[config.mk]
export PLATFORM = sky130hd
export DESIGN_NAME = left_shift_register
export DESIGN_NICKNAME = d
export VERILOG_FILES = /design/src/rtl/left_shift_register.sv
export SDC_FILE = /design/constraint.sdc
export NUM_CORES = 1
export LEC_CHECK = 0
export CAP_MARGIN = 20
export CORE_AREA = 8 8 45 47
export DETAILED_ROUTE_END_ITERATION = 10
export DIE_AREA = 0 0 53 55
export GPL_ROUTABILITY_DRIVEN = 0
export HOLD_SLACK_MARGIN = 0.1
export PLACE_DENSITY = 0.46
export SLEW_MARGIN = 20
export SYNTH_ARGS = -nofsm -noshare
export SYNTH_HDL_FRONTEND = slang
export SYNTH_SLANG_ARGS = --single-unit
[constraint.sdc]
create_clock -name clk -period 1.66 [get_ports clk]
set_clock_uncertainty 0.05 [all_clocks]
set_input_delay 0.332 -clock clk [delete_from_list [all_inputs] [get_ports clk]]
set_output_delay 0.332 -clock clk [all_outputs]
set_load 0.02 [all_outputs]
[src/rtl/left_shift_register.sv]
// left_shift_register: parallel-load, shift-left register with serial output.
// Per-edge priority: synchronous active-low reset, then load, then shift, then hold.
// Optional build macro LEFT_SHIFT_REGISTER_ROTATE_EN turns the shift into a
// rotate-left (the fill bit is q[WIDTH-1]). Without it the fill bit is 0.
// Ports are the same in both builds.
module left_shift_register #(
    parameter int WIDTH = 4   // register width in bits, must be at least 2
) (
    input  logic             clk,
    input  logic             rst,        // synchronous, active-low
    input  logic             load,
    input  logic [WIDTH-1:0] d,
    input  logic             shift_en,
    output logic [WIDTH-1:0] q,
    output logic             serial_out
);

    logic [WIDTH-1:0] q_reg;
    logic [WIDTH-1:0] q_next;
    logic [WIDTH-1:0] shifted;
    logic             fill;

`ifdef LEFT_SHIFT_REGISTER_ROTATE_EN
    // Rotate: the bit leaving the top comes back in at bit 0.
    assign fill = q_reg[WIDTH-1];
`else
    // Plain shift: zeros enter at bit 0, and the top bit is discarded.
    assign fill = 1'b0;
`endif

    // Build the shifted vector bit by bit. Bit 0 takes the fill bit, and every
    // other bit takes the value of its lower neighbour.
    assign shifted[0] = fill;
    generate
        for (genvar gi = 1; gi < WIDTH; gi++) begin : g_shift
            assign shifted[gi] = q_reg[gi-1];
        end
    endgenerate

    // Next-state selection. Load has priority over shift. With neither, q holds.
    always_comb begin
        q_next = q_reg;
        if (load) begin
            q_next = d;
        end else if (shift_en) begin
            q_next = shifted;
        end
    end

    // State register. Reset is sampled only on the rising edge.
    always_ff @(posedge clk) begin
        if (!rst) begin
            q_reg <= '0;
        end else begin
            q_reg <= q_next;
        end
    end

    assign q          = q_reg;
    assign serial_out = q_reg[WIDTH-1];

endmodule

==> metrics.yaml <==
setup_path:
  worstReg2RegStart: "q[0]"
  cpMaxStageDelayCell: "clkdlybuf4s50_1"
  cp-endpoint: "q[0]"
  reg2regPathDepth: 2
  cp-startpoint: "q[0]"
  slowest_delay_ns: 0.61
  path_max_fanout: 3
  critical_path_class: "reg2out"
  cp_cell_sequence: "clkdlybuf4s50_1"
  end_kind: "output port"
  cp-start-kind: "flop"
  worstPathRequired_ns: 1.28
  critPathTopFamily: "buffers and inverters"
  cp.depth: 1
  cp.buffers_inverters: 1
  r2r-end: "q[0]"
  arrival_ns: 1.18
  ff2ff_setup_slack_ns: 0.71
route:
  drt_iter0_markers: 0
  wirelength_um: 509
  num_vias: 185
  wire_per_inst_um: 10.6
  ant_nets: 0
  drc: 0
  avgViaCountPerCell: 3.85
  first_pass_iters: 1
cells_and_area:
  final_cells: 48
  largest_register_ffs: 4
  fin_area_um2: 357
  num_antenna_cells: 0
  final_nets: 42
  drive_above_1_share: 0.219
  areaGrowthSynthToFinish_pct: 83.9
  fin_util: 0.258
min_path:
  hold_class: "reg2reg"
  min-delay-start: "q[0]"
power_and_ir_drop:
  finalPower_uw: 291
  power_leakage_nw: 0.163
  p_per_area_nw_per_um2: 817
  ir_drop_uv: 149
run:
  max-cap-violations: 0
clocking:
  cts_tree: "done"
  clock_sinks: 4
  clk_latency_ns: 0.23
  clockRootBuffer: "clkbuf_4"
  htreeDepth: 1
  cts_hold_buf: 0
  clkSlewWorstSetupHoldPaths_ns: 0.04
  cts_buffer_depth: 2
  post_cts_buffers: 0
  ctsResizeCount: 0
  cts_buffers: 3
synth:
  synth_top_area_share: 0.413
  synth_nets: 25
  synth_seq_cells: 4
  synth-seq-area-share: 0.413
  ys_types: 8
  yosysWarnings: 0
  synthCells: 17
  syn_area_um2: 194
  synth_area_leader_cell: "dfxtp_1"
  avgSynthCellArea_um2: 11.4
  synth.area.top_cells: "dfxtp_1 (41%), mux2_2 (17%), o211a_1 (15%)"
status:
  outcome: "finished clean"
global_routing:
  grt_pass1_wl_um: 752
  grt_start_max_net_pins: 7
  track_usage: 0.0415
  antenna_found_initial: 0
  grt_pass1_vias: 194
  overflow: 0
die:
  core_um2: 1380
  die_x_um: 53
  die_area_um2: 2920
  initial_core_util: 0.140
  core.rowCount: 14
  die_height_um: 55
  pin_count: 13
timing:
  setup_slack_ns: 0.0948
  max_freq_mhz: 639
  tns_ns: 0
  slew_violations: 0
  hold_violations: 0
  setup_viol: 0
  whs_ns: 0.531
  max_slew_margin: 0.853
  grt_setup_unrepaired: "false"
  fin_crit_ns: 1.57
  period_share: 0.943
  tightest_slew_ns: 0.220
place:
  port_buffers: 12
  place_area_um2: 334
  dp_slack_ns: 0.0572
  place_inst: 45
-- cells in the mapped netlist, drive strengths merged --
library cell	instances
a21boi	1
buf	1
dfxtp	4
mux2	3
nand2	1
o211a	3
or2b	3
or3b	1
-- final cells by class --
class                   count  area (um^2)
fillers                   150         1030
repair buffers             13          128
clock buffers               3         22.5
flip-flops and latches      4         80.1
well taps                  16         20.0
multi-input cells          12          106
-- cell usage in the layout (no fill, tap or decap), drive strengths merged --
master,count
a21boi,1
clkbuf,3
mux2,3
or2b,3
clkdlybuf4s50,12
or3b,1
buf,1
nand2,1
dfxtp,4
o211a,3
-- cells by family after synthesis --
kind of cell / share of synthesized area
compound gates: 0.194
buf+inv: 0.0387
simple gates: 0.181
mux: 0.174
flops: 0.413
-- tightest hold or removal path, delay by kind of cell (launching register included) --
kind               cells  cell delay, ns
DFF                    1            0.31
and+or+nand+nor        1            0.16
AOI/OAI and AO/OA      1            0.06
-- worst min path at each step --
stage               cells past startpoint    to
floorplan                               1  q[1]
global placement                        2  q[0]
detailed placement                      2  q[0]
finish                                  2  q[0]
CTS                                     2  q[0]
global route                            2  q[0]
-- routing by layer --
layer,global-route usage,part of all wire
met1,0.0197,0.25
met3,0.0187,0.084
met2,0.0742,0.63
met5,0,0
met4,0.0776,0.037
-- where the power goes --
group | internal [mW] | switching [mW]
logic | 0.0411 | 0.0233
clock network | 0.0808 | 0.0388
registers | 0.103 | 0.00424
total | 0.225 | 0.0664
No activity file was read; power rests on OpenSTA's default activity.
